File: src/rtl/calc_pkg.sv
// Shared definitions for the calculator sequencer and its divider.
//   state_t      : sequencer FSM states
//   OP_*         : operator encoding, also driven on op_code
//   OPW / RESW   : operand and binary result widths
//   DIV_CYCLES   : divider latency from start to done
//   CONV_CYCLES  : double-dabble iterations (one per result bit)
package calc_pkg;

    localparam int OPW         = 7;
    localparam int RESW        = 14;
    localparam int DIV_CYCLES  = 7;
    localparam int CONV_CYCLES = 14;

    localparam logic [1:0] OP_ADD = 2'd0;
    localparam logic [1:0] OP_SUB = 2'd1;
    localparam logic [1:0] OP_MUL = 2'd2;
    localparam logic [1:0] OP_DIV = 2'd3;

    typedef enum logic [2:0] {
        S_IDLE,
        S_EXEC,
        S_DIV,
        S_CONV,
        S_SHOW,
        S_ERR
    } state_t;

endpackage

File: src/rtl/seq_divider.sv
// Restoring divider, one quotient bit per cycle.
//   clk, rst          : clock, synchronous active-high abort/reset
//   start             : one-cycle pulse; dividend/divisor sampled here
//   dividend, divisor : unsigned operands (divisor must be non-zero)
//   quotient          : truncated quotient, held after done
//   remainder         : remainder, held after done
//   done              : one-cycle pulse, W cycles after start
module seq_divider
    import calc_pkg::*;
#(
    parameter int W = OPW
) (
    input  logic         clk,
    input  logic         rst,
    input  logic         start,
    input  logic [W-1:0] dividend,
    input  logic [W-1:0] divisor,
    output logic [W-1:0] quotient,
    output logic [W-1:0] remainder,
    output logic         done
);

    localparam int CW = $clog2(W);

    logic [W-1:0]  rem_q, rem_d;
    logic [W-1:0]  quo_q, quo_d;
    logic [W-1:0]  dvs_q, dvs_d;
    logic [CW-1:0] cnt_q, cnt_d;
    logic          done_q, done_d;

    logic [W-1:0]  src_rem, src_quo, src_dvs;
    logic [W:0]    trial;
    logic [W-1:0]  step_rem, step_quo;

    always_comb begin
        // The first bit is resolved on the start edge itself, straight from
        // the inputs, so the last bit lands W cycles after start.
        src_rem = start ? '0 : rem_q;
        src_quo = start ? dividend : quo_q;
        src_dvs = start ? divisor : dvs_q;

        trial = {src_rem, src_quo[W-1]};
        if (trial >= {1'b0, src_dvs}) begin
            step_rem = W'(trial - {1'b0, src_dvs});
            step_quo = {src_quo[W-2:0], 1'b1};
        end else begin
            step_rem = trial[W-1:0];
            step_quo = {src_quo[W-2:0], 1'b0};
        end

        rem_d  = rem_q;
        quo_d  = quo_q;
        dvs_d  = dvs_q;
        cnt_d  = cnt_q;
        done_d = 1'b0;

        if (start) begin
            rem_d = step_rem;
            quo_d = step_quo;
            dvs_d = divisor;
            cnt_d = CW'(W - 1);
        end else if (cnt_q != '0) begin
            rem_d  = step_rem;
            quo_d  = step_quo;
            cnt_d  = cnt_q - 1'b1;
            done_d = (cnt_q == CW'(1));
        end
    end

    always_ff @(posedge clk) begin
        if (rst) begin
            rem_q  <= '0;
            quo_q  <= '0;
            dvs_q  <= '0;
            cnt_q  <= '0;
            done_q <= 1'b0;
        end else begin
            rem_q  <= rem_d;
            quo_q  <= quo_d;
            dvs_q  <= dvs_d;
            cnt_q  <= cnt_d;
            done_q <= done_d;
        end
    end

    assign quotient  = quo_q;
    assign remainder = rem_q;
    assign done      = done_q;

endmodule

File: src/rtl/calc_sequencer.sv
// Calculator control: captures operands and an operator request, computes
// the result (divide through seq_divider), converts it to BCD by sequential
// double-dabble and presents stable digits with sign/error flags.
//   clk, rst, clr          : clock, synchronous active-high reset and clear
//   num1, num2             : binary operands, sampled on request acceptance
//   op_add/sub/mul/div     : single-cycle request pulses
//   bcd, neg, err, op_code : displayed result, updated with done
//   busy, done             : computation in progress / result update pulse
//
// state  | meaning
// IDLE   | nothing shown yet, waiting for a request
// EXEC   | one-cycle arithmetic on the latched operands
// DIV    | waiting for the iterative divider
// CONV   | binary-to-BCD, one bit per cycle
// SHOW   | result displayed, new request may be accepted
// ERR    | divide by zero displayed, new request may be accepted
module calc_sequencer #(
    parameter int OPW  = 7,
    parameter int RESW = 14
) (
    input  logic           clk,
    input  logic           rst,
    input  logic [OPW-1:0] num1,
    input  logic [OPW-1:0] num2,
    input  logic           op_add,
    input  logic           op_sub,
    input  logic           op_mul,
    input  logic           op_div,
    input  logic           clr,
    output logic [15:0]    bcd,
    output logic           neg,
    output logic           err,
    output logic [1:0]     op_code,
    output logic           busy,
    output logic           done
);

    import calc_pkg::*;

    localparam int DDW = 16 + RESW;

    state_t         state_q, state_d;
    logic [OPW-1:0] num1_q, num1_d, num2_q, num2_d;
    logic [1:0]     op_q, op_d;
    logic           res_neg_q, res_neg_d;
    logic [DDW-1:0] dd_q, dd_d;
    logic [3:0]     conv_cnt_q, conv_cnt_d;
    logic [15:0]    bcd_q, bcd_d;
    logic           neg_q, neg_d, err_q, err_d;
    logic [1:0]     op_code_q, op_code_d;
    logic           busy_q, busy_d, done_q, done_d;

    logic           req_any;
    logic [1:0]     req_op;
    logic [RESW-1:0] a_ext, b_ext, exec_res;
    logic           exec_neg;
    logic [DDW-1:0] dd_step;

    logic           div_start, div_done;
    logic [OPW-1:0] div_quot, div_rem;

    seq_divider #(.W(OPW)) u_div (
        .clk       (clk),
        .rst       (rst | clr),
        .start     (div_start),
        .dividend  (num1_q),
        .divisor   (num2_q),
        .quotient  (div_quot),
        .remainder (div_rem),
        .done      (div_done)
    );

    always_comb begin
        req_any = op_add | op_sub | op_mul | op_div;
        if (op_add)      req_op = OP_ADD;
        else if (op_sub) req_op = OP_SUB;
        else if (op_mul) req_op = OP_MUL;
        else             req_op = OP_DIV;

        a_ext    = RESW'(num1_q);
        b_ext    = RESW'(num2_q);
        exec_neg = 1'b0;
        case (op_q)
            OP_ADD:  exec_res = a_ext + b_ext;
            OP_SUB: begin
                if (a_ext >= b_ext) begin
                    exec_res = a_ext - b_ext;
                end else begin
                    exec_res = b_ext - a_ext;
                    exec_neg = 1'b1;
                end
            end
            default: exec_res = a_ext * b_ext;
        endcase

        // Double-dabble: correct every BCD digit >= 5 by +3, then shift in
        // the next binary bit.
        dd_step = dd_q;
        for (int i = 0; i < 4; i++) begin
            if (dd_step[RESW + 4*i +: 4] >= 4'd5)
                dd_step[RESW + 4*i +: 4] = dd_step[RESW + 4*i +: 4] + 4'd3;
        end
        dd_step = dd_step << 1;
    end

    always_comb begin
        state_d    = state_q;
        num1_d     = num1_q;
        num2_d     = num2_q;
        op_d       = op_q;
        res_neg_d  = res_neg_q;
        dd_d       = dd_q;
        conv_cnt_d = conv_cnt_q;
        bcd_d      = bcd_q;
        neg_d      = neg_q;
        err_d      = err_q;
        op_code_d  = op_code_q;
        done_d     = 1'b0;
        div_start  = 1'b0;

        case (state_q)
            S_IDLE, S_SHOW, S_ERR: begin
                if (req_any) begin
                    num1_d  = num1;
                    num2_d  = num2;
                    op_d    = req_op;
                    state_d = S_EXEC;
                end
            end
            S_EXEC: begin
                if (op_q == OP_DIV) begin
                    if (num2_q == '0) begin
                        state_d   = S_ERR;
                        bcd_d     = '0;
                        neg_d     = 1'b0;
                        err_d     = 1'b1;
                        op_code_d = OP_DIV;
                        done_d    = 1'b1;
                    end else begin
                        div_start = 1'b1;
                        state_d   = S_DIV;
                    end
                end else begin
                    dd_d       = {16'h0000, exec_res};
                    res_neg_d  = exec_neg;
                    conv_cnt_d = 4'(CONV_CYCLES);
                    state_d    = S_CONV;
                end
            end
            S_DIV: begin
                if (div_done) begin
                    dd_d       = {16'h0000, RESW'(div_quot)};
                    res_neg_d  = 1'b0;
                    conv_cnt_d = 4'(CONV_CYCLES);
                    state_d    = S_CONV;
                end
            end
            S_CONV: begin
                dd_d       = dd_step;
                conv_cnt_d = conv_cnt_q - 4'd1;
                if (conv_cnt_q == 4'd1) begin
                    state_d   = S_SHOW;
                    bcd_d     = dd_step[DDW-1 -: 16];
                    neg_d     = res_neg_q;
                    err_d     = 1'b0;
                    op_code_d = op_q;
                    done_d    = 1'b1;
                end
            end
            default: state_d = S_IDLE;
        endcase

        busy_d = (state_d == S_EXEC) || (state_d == S_DIV) || (state_d == S_CONV);
    end

    always_ff @(posedge clk) begin
        if (rst || clr) begin
            state_q    <= S_IDLE;
            num1_q     <= '0;
            num2_q     <= '0;
            op_q       <= OP_ADD;
            res_neg_q  <= 1'b0;
            dd_q       <= '0;
            conv_cnt_q <= '0;
            bcd_q      <= '0;
            neg_q      <= 1'b0;
            err_q      <= 1'b0;
            op_code_q  <= OP_ADD;
            busy_q     <= 1'b0;
            done_q     <= 1'b0;
        end else begin
            state_q    <= state_d;
            num1_q     <= num1_d;
            num2_q     <= num2_d;
            op_q       <= op_d;
            res_neg_q  <= res_neg_d;
            dd_q       <= dd_d;
            conv_cnt_q <= conv_cnt_d;
            bcd_q      <= bcd_d;
            neg_q      <= neg_d;
            err_q      <= err_d;
            op_code_q  <= op_code_d;
            busy_q     <= busy_d;
            done_q     <= done_d;
        end
    end

    assign bcd     = bcd_q;
    assign neg     = neg_q;
    assign err     = err_q;
    assign op_code = op_code_q;
    assign busy    = busy_q;
    assign done    = done_q;

endmodule
File: config.mk
export PLATFORM = sky130hd
export DESIGN_NAME = calc_sequencer
export DESIGN_NICKNAME = d
export VERILOG_FILES = /design/src/rtl/calc_pkg.sv /design/src/rtl/seq_divider.sv /design/src/rtl/calc_sequencer.sv
export SDC_FILE = /design/constraint.sdc
export NUM_CORES = 1
export LEC_CHECK = 0
export ABC_AREA = 1
export BUFFER_PORTS_ARGS = -buffer_cell sky130_fd_sc_hd__buf_2
export CORE_MARGIN = 2
export CORE_UTILIZATION = 44
export CTS_CLUSTER_SIZE = 25
export DETAILED_ROUTE_END_ITERATION = 10
export PLACE_DENSITY = 0.68
export SYNTH_ARGS = -nofsm -noshare
export SYNTH_HDL_FRONTEND = slang
export SYNTH_SLANG_ARGS = --single-unit
export TNS_END_PERCENT = 20
File: constraint.sdc
create_clock -name clk -period 7.8 [get_ports clk]
set_input_delay 0.78 -clock clk [delete_from_list [all_inputs] [get_ports clk]]
set_output_delay 0.78 -clock clk [all_outputs]
set_load 0.1 [all_outputs]
# After elaboration in Yosys (flattened, before gate mapping)
# Cells that the tools add are included.
# classes
n_addsub,10
mul,1
magnitude_cmp,6
eq_ne,17
muxes,60
bitwise_logic,5
reduce_logical,18
# op_table
operator,n
one-hot mux 30 bit (3 select lines),1
two-way mux 30 bit,2
two-way mux 7 bit,8
two-way mux 16 bit,3
one-hot mux 16 bit (2 select lines),1
one-hot mux 14 bit (2 select lines),1
two-way mux 3 bit,8
two-way mux 4 bit,5
two-way mux 1 bit,18
>= comparator 4 x 3 -> 1 bit (second input constant),4
subtractor 7 x 7 -> 8 bit,2
multiplier 7 x 7 -> 14 bit,1
two-way mux 14 bit,1
adder 4 x 2 -> 4 bit (second input constant),3
equality test 3 x 2 -> 1 bit (second input constant),4
one-hot mux 3 bit (4 select lines),1
one-hot mux 4 bit (3 select lines),1
two-way mux 2 bit,5
equality test 3 x 1 -> 1 bit (second input constant),3
adder 7 x 7 -> 8 bit,1
>= comparator 8 x 7 -> 1 bit,1
!= test 2 bit (second input constant),4
one-hot mux 1 bit (2 select lines),4
>= comparator 7 bit,1
other kinds (23),34
# word_totals
regBits,101
in_bits,21
output_inout_bits,22
wordCells,136

# Logic depth before layout (Yosys ltp)
# Gate-level depths: netlist of the first run.
# logic_depth
ltp_word,9
ltp_mapped,21
ltp_nobuf,20

# Hierarchy
# Synthesis of the first run repeated with hierarchy kept, for this count alone.
# hier_totals
cells_unflattened,1113
hier_area_um2,7707.4
# modules_own_cells
mod,instances,cells_per_inst,area_each_um2,seq_area_each_um2
calc_sequencer,1,902,6198.4,1521.5
seq_divider,1,211,1508.9,500.5

# Least setup slack after synthesis of the first run
# Ideal clock, no wire load.
# synth_timing
kind,register to register
startpoint,register num1_q[1]
endpoint,register dd_q[9]
setup_time_ns,0.070
arrival_ns,3.800
t_required_ns,7.730
setup_slack_ns,3.930
stages_incl_launch_ff,18
n_path_buf,0
synth_period_minus_slack_ns,3.870
path_cell_list,dfxtp_1 > nand2_1 > fa_1 > fa_1 > inv_1 > fa_1 > fa_1 > ha_1 > nand2_1 > nand2_1 > nand2_1 > nand2_1 > a21oi_1 > xnor2_1 > nand2_1 > nand2_1 > nand2_1 > a21oi_1
# synth_between
elab_chain_cells,5
word_cells_on_any_way,8
classes_between,add/sub (2); mul (1); order compare (1); mux (4)
# synth_lines
item,line,rtl
"start, declared",calc_sequencer.sv:43,"logic [OPW-1:0] num1_q, num1_d, num2_q, num2_d;"
"start signal, assigned",calc_sequencer.sv:193,num1_q <= num1_d;
branches (longest 2 deep; another with multiplier 7 x 7 -> 14 bit),-,
one-hot mux 14 bit (2 select lines) *,calc_sequencer.sv:83,case (op_q)
two-way mux 30 bit *,calc_sequencer.sv:131,if (op_q == OP_DIV) begin
one-hot mux 30 bit (3 select lines) *,calc_sequencer.sv:121,case (state_q)
"end signal, assigned",calc_sequencer.sv:183,dd_q <= '0;
"end signal, assigned",calc_sequencer.sv:197,dd_q <= dd_d;
"end, declared",calc_sequencer.sv:46,"logic [DDW-1:0] dd_q, dd_d;"
# Every way passes the cells marked *. The select of a mux whose other input is x is not followed.
# A chain may end at the register's enable or synchronous reset.

# Worst setup path in the final report of the first run
# Ends and elaborated chain as after synthesis.

==> results of run 1 <==
## registers in the layout, indices dropped and copies added (netlist names), 4 cells and up
register and flops:
bcd 16, conv_cnt_q 4, dd_q 30, num1_q 7, num2_q 7, u_div.dvs_q 7
u_div.quotient 7, u_div.remainder 7
## power groups by stage
stage                     combinational [mW]  sequential [mW]  clock (mW)
after CTS                              0.216            0.544       0.494
after floorplan                        0.169            0.550           0
final                                  0.217            0.544       0.487
after detailed placement               0.215            0.556           0
after global placement                 0.213            0.555           0
after global routing                   0.247            0.546       0.512
## final timing paths
check                             startpoint                         endpoint  slack [ps]  depth (start not counted)
max                   num1_q[1]$_SDFFE_PP0P_             dd_q[9]$_SDFFE_PP0P_        3630                         17
min          u_div.remainder[5]$_SDFFE_PP0P_  u_div.remainder[5]$_SDFFE_PP0P_         480                          2
max reg2reg           num1_q[1]$_SDFFE_PP0P_             dd_q[9]$_SDFFE_PP0P_        3630                         17
min reg2reg  u_div.remainder[5]$_SDFFE_PP0P_  u_div.remainder[5]$_SDFFE_PP0P_         480                          2
## per-stage QoR
stage	std cells	power [mW]	setup slack, ps	cell area, µm²
2_1_floorplan	1088	0.7190	3930	7629
3_3_place_gp	1317	0.7686	3659	7915
3_5_place_dp	1317	0.7705	3634	7915
4_1_cts	1333	1.254	3595	8243
5_1_grt	1333	1.305	3212	8243
6_report	1333	1.247	3630	8243
## cell usage after synthesis, types with 2 or more instances
cell        n  share of area [%]
ha_1       72                 12
clkbuf_1   17               0.84
a21oi_1   122                8.0
o211ai_1    2               0.20
fa_1       28                7.3
xor2_1      6               0.69
nor2_1     64                3.1
nor3_1      3               0.20
a31oi_1    10               0.82
a21boi_0    2               0.20
nand2_1   229                 11
o21bai_1    3               0.30
nand3_2     5               0.66
o21ai_2     5               0.57
nand2_2     6               0.49
xnor2_1     6               0.69
nor2_2      3               0.25
nand3_1    73                4.8
buf_6       6               0.89
o21ai_0    71                4.7
inv_1     169                8.3
buf_2      11               0.72
nor2_4      3               0.44
inv_2       7               0.34
nand4_1    11               0.90
buf_4       5               0.49
o21ai_1    21                1.4
or2_2       2               0.16
dfxtp_1   101                 27
or2_1       4               0.33
a221oi_1    7               0.80
## layout by cell type (no fill, tap or decap), drive strengths merged, types with 3 or more instances in the layout
cell type | synthesis | layout
buf | 23 | 44
or2 | 7 | 7
dfxtp | 101 | 101
inv | 177 | 180
nand2 | 236 | 236
o21ai | 97 | 97
nand4 | 12 | 12
a21oi | 123 | 123
a221oi | 7 | 7
fa | 28 | 28
clkinv | 1 | 4
xor2 | 6 | 6
a31oi | 10 | 10
nor3 | 4 | 4
nand3 | 79 | 79
nor2 | 70 | 70
clkbuf | 17 | 9
ha | 72 | 72
o21bai | 3 | 3
xnor2 | 6 | 6
## tightest hold or removal path: stages, from the launching register on
cell and delay, ps:
dfxtp_1 320, nand2_1 60, a21oi_1 50
## cells by family (layout without fill, tap and decap cells)
| family | count (synthesis) | in the layout | share of synthesized area [%] |
|---|---|---|---|
| xor+xnor | 12 | 12 | 1.378 |
| compound gates | 247 | 247 | 17.35 |
| buf+inv | 218 | 238 | 11.78 |
| simple gates | 410 | 410 | 23.83 |
| fa+ha+maj | 100 | 100 | 19.16 |
| flops | 101 | 101 | 26.50 |
## cell type report
| cell class | count | share of cell area [%] |
|---|---|---|
| clock buffer | 9 | 2.732 |
| clock inverter | 7 | 1.245 |
| timing repair buffer | 44 | 2.732 |
| multi-input combinational | 769 | 57.21 |
| tap | 225 | 3.415 |
| sequential | 101 | 24.53 |
| inverter | 178 | 8.136 |
## per-layer routing
metal	GRT usage (%)	vias to the layer above	part of all wire [%]
li1	-	3557	-
met2	35.07	120	46
met5	0	-	0
met3	2.768	20	3.4
met1	28.78	3169	49
met4	6.019	0	1.7
==> flow_summary.yaml, run 1 <==
route:
  vias: 6866
  drt_iter0_drc: 303
  wire_per_inst_um: 13.83
  dr.pass1.iters: 5
  ant_nets: 0
  wirelength_um: 18440
  avgViaCountPerCell: 5.151
  drc_errors: 0
critical_path:
  cp_common_cell: "nand2_1"
  cp_num_buf_inv: 1
  slowest_delay_ps: 620
  critPathArrivalTime_ps: 4460
  crit_required_ps: 8090
  endpoint_kind: "flip-flop"
  cp-start-kind: "flip-flop"
  crit_chain: "nand2_1 -> fa_1 -> fa_1 -> inv_1 -> fa_1 -> fa_1 -> ha_1 -> nand2_1 -> nand2_1 -> nand2_1 -> nand2_1 -> a21oi_1 -> xnor2_1 -> nand2_1 -> nand2_1 -> nand2_1 -> a21oi_1"
  cp_slowest_cell: "dfxtp_1"
  crit_fanout: 11
  path_class: "flip-flop to flip-flop"
  path_delay_family: "adder cells"
floorplan:
  dieWidth_um: 135.7
  fp.dieH_um: 135.7
  rows: 48
  start_util_pct: 44.57
  dieArea_mm2: 0.01841
  core_area_mm2: 0.01712
  num_io_pins: 43
global_route:
  grt_pass1_wl_um: 31140
  grt_pass1_vias: 6442
  grt_use_total_pct: 21.12
  overflow: 0
  grt_max_degree: 60
  antenna_found_initial: 0
pwr:
  p_seq_share_pct: 43.6
  p_sw_uw: 390.4
  swShare_pct: 31.30
  clkPwrFrac_pct: 39.0
  p_int_uw: 856.8
  ir_drop_mv: 0.1291
  power_leakage_nw: 4.157
  comb_power_share_pct: 17.4
  powerDensity_mw_per_mm2: 151.3
sta:
  finalClockSkew_ps: 15.55
  period_share_pct: 53.46
  finalHoldViolations: 0
  grt_setup_unrepaired: "no"
  fin_setup_tns_ps: 0
  max_slew_margin_pct: 37.04
  hold_slack_ps: 476.2
  min_period_ps: 4170
  finalSetupViolations: 0
  worst_pin_slew_ps: 942.1
  slew_viol_final: 0
  fmax_mhz: 239.8
synth:
  ys_seq_area_share_pct: 26.50
  ys.flop_type: "dfxtp_1"
  synth-async-reset-ratio_pct: 0
  ys_types: 45
  synth_cells: 1088
  syn_area_mm2: 0.007629
  syn_nets: 1209
  synth-seq-cells: 101
  synth_edf_count: 0
  syn_avg_cell_area_um2: 7.012
  ys_warn_count: 0
clock_network:
  post-cts-setup-buffer-count: 0
  ctsHtreeMaxLevel: 3
  cts_buffer_depth: 2
  hold_buffers: 0
  cts.repair.resized: 0
  cts_buffers: 9
  cts_root_buf: "clkbuf_16"
  clock_latency_ps: 370
  clk_pin_slew_ps: 80
  cts.sinks: 101
  cts_tree: "yes"
status:
  status: "finished clean"
run:
  max-cap-violations: 0
cells_and_area:
  areaGrowthSynthToFinish_pct: 8.053
  multi_input_area_mm2: 0.004716
  utilization_pct: 48.16
  layout-drive-gt1-share_pct: 8.935
  nFillCells: 1744
  antenna_cells: 0
  fin_nets: 1224
  seq_area_mm2: 0.002022
placement:
  port_buffers: 42
  gp_congestion: 0.9165
  dpl.hpwl_um: 13900
min_path:
  hp-class: "flip-flop to flip-flop"
(Power assumes the default switching activity.)
==> run 2, diff against run 1 <==
Settings changed: PLACE_DENSITY 0.68 to 0.7.
Clock period 7.8 ns to 3.5 ns, I/O delays scaled along.
==> run 2 against run 1 <==
Against the previous run:
- the flow now finishes with violations (negative setup slack)
- utilization increased by 3.5 points
- total power up 120%
- largest cell class unchanged
- sequential power is 120% higher
- cell area rose by 7.3%
- via count is 2.8% higher
- clock power grew 110%
- hold slack got worse by 200 ps
- register-to-register slack worse by 3900 ps
- combinational power rose to 2.6 times the previous value
- maximum frequency is 9.2% higher
- setup slack lost 3900 ps
- clock skew is 4.3 ps lower
==> flow_summary.yaml, run 2 (synthesis gave the netlist of run 1 again) <==
status:
  status: "finished, violations left"
  violations: "negative setup slack"
cells_and_area:
  mostFrequentLayoutCells: "nand2_1, inv_1, a21oi_1"
  fin_nets: 1274
  largest_register_ffs: 30
  final_common_cell: "nand2_1"
  multi_input_area_mm2: 0.004920
  max_flop_register: "dd_q"
  nFillCells: 1668
  antenna_cells: 0
  areaGrowthSynthToFinish_pct: 15.91
  layout-drive-gt1-share_pct: 17.18
  seq_area_mm2: 0.002056
  fin_cells: 1383
critical_path:
  cp_num_buf_inv: 3
  cp-start-kind: "flip-flop"
  endpoint_kind: "flip-flop"
  crit_fanout: 6
  cp_slowest_cell: "fa_1"
  slowest_delay_ps: 570
  crit_required_ps: 3790
  critPathArrivalTime_ps: 4110
  crit_chain: "ha_4 -> fa_1 -> inv_2 -> fa_1 -> inv_2 -> fa_1 -> fa_1 -> ha_4 -> nand2_2 -> nand2_2 -> inv_1 -> o21ai_0 -> nand2_1 -> nand3_1 -> nand2_1 -> nand3_1 -> nand2_1 -> nand2_1 -> a21oi_1"
  path_delay_family: "adder cells"
  path_class: "flip-flop to flip-flop"
route:
  drt_iter0_drc: 360
  avgViaCountPerCell: 5.101
  drc_errors: 0
  dr.pass1.iters: 5
  wire_per_inst_um: 13.74
  ant_nets: 0
  vias: 7055
  wirelength_um: 19000
floorplan:
  num_io_pins: 43
  rows: 48
  dieArea_mm2: 0.01841
  start_util_pct: 44.57
  dieWidth_um: 135.7
  core_area_mm2: 0.01712
  fp.dieH_um: 135.7
pwr:
  ir_drop_mv: 0.2241
  powerDensity_mw_per_mm2: 314.5
  power_leakage_nw: 4.405
clock_network:
  cts.sinks: 101
  cts_buffers: 9
  clock_latency_ps: 370
  cts_buffer_depth: 2
  cts_root_buf: "clkbuf_16"
  cts_tree: "yes"
  clk_pin_slew_ps: 70
  ctsHtreeMaxLevel: 3
sta:
  finalSetupViolations: 9
  fin_setup_tns_ps: -1939
  finalHoldViolations: 0
  fmax_mhz: 262.0
  period_share_pct: 109.1
  finalClockSkew_ps: 11.29
  layout_setup_ws_ps: -317.4
  hold_slack_ps: 275.1
  max_slew_margin_pct: 54.55
  min_period_ps: 3817
  grt_setup_unrepaired: "yes"
  slew_viol_final: 0
  worst_pin_slew_ps: 679.2
run:
  max-cap-violations: 0
placement:
  dpl.hpwl_um: 14750
  placedCellCount: 1366
  port_buffers: 42
  gp_congestion: 0.8997
global_route:
  antenna_found_initial: 0
  grt_use_total_pct: 21.85
  grt_pass1_wl_um: 32490
  grt_pass1_vias: 6863
  grt_max_degree: 59
  overflow: 0
min_path:
  hp-class: "primary input to flip-flop"
## run 2: changes by cell type in the layout (fill, tap and decap cells not counted), sizes merged
cell,change
buf,+50
bufinv,-1
clkinv,+1
## run 2: where the power goes
part	leakage [nW]	internal, mW	switching, mW	total (mW)
registers	0.824	1.17	0.0248	1.19
logic	3.43	0.202	0.357	0.559
clock network	0.152	0.515	0.514	1.03
## run 2: timing repair
| item | 4_1_cts | 5_1_grt |
|---|---|---|
| hold buffers | 0 | 0 |
| pin swaps | 0 | 13 |
| setup endpoints to repair | 9 | 16 |
| gates resized for setup | 13 | 33 |
| buffers inserted | 0 | 1 |
## run 2: routing by layer
metal  up-vias  global-route usage, %  part of all wire [%]
li1       3665                      -                     -
met1      3226                  29.46                    48
met2       144                  36.22                    47
met3        20                  3.255                   4.2
met4         0                  6.481                   1.8
met5         -                      0                     0
## run 2: worst register-to-register path, stage by stage, from the launching register on
cell	delay, ps
dfxtp_4	370
ha_4	170
fa_1	490
inv_2	40
fa_1	520
inv_2	40
fa_1	470
fa_1	570
ha_4	230
nand2_2	60
nand2_2	60
inv_1	100
o21ai_0	110
nand2_1	90
nand3_1	70
nand2_1	60
nand3_1	60
nand2_1	60
nand2_1	50
a21oi_1	130
## run 2: per-stage QoR
step	setup slack (ps)	instance area [µm²]	utilization, %	power, mW
2_1_floorplan	-83.76	7732	-	1.614
3_3_place_gp	-363.5	8366	48.87	1.760
3_5_place_dp	-360.0	8366	48.87	1.765
4_1_cts	-290.7	8728	50.99	2.795
5_1_grt	-471.2	8842	51.66	2.933
6_report	-317.4	8842	51.66	2.781
## run 2: final timing paths
| check | start | to | slack [ps] | cells after the start |
|---|---|---|---|---|
| setup / recovery | num1_q[3]$_SDFFE_PP0P_ | dd_q[11]$_SDFFE_PP0P_ | -320 | 19 |
| hold / removal | num1[4] | num1_q[4]$_SDFFE_PP0P_ | 280 | 3 |
| setup reg to reg | num1_q[3]$_SDFFE_PP0P_ | dd_q[11]$_SDFFE_PP0P_ | -320 | 19 |
| hold reg to reg | u_div.cnt_q[0]$_SDFFE_PP0N_ | u_div.cnt_q[0]$_SDFFE_PP0N_ | 480 | 2 |
## run 2: area by class of cell
cell class / count / area share (%)
Multi-Input combinational cell: 769 / 55.64
Sequential cell: 101 / 23.25
Inverter: 178 / 7.585
Timing Repair Buffer: 94 / 6.792
Tap cell: 225 / 3.184
Clock buffer: 9 / 2.547
Clock inverter: 7 / 1.005
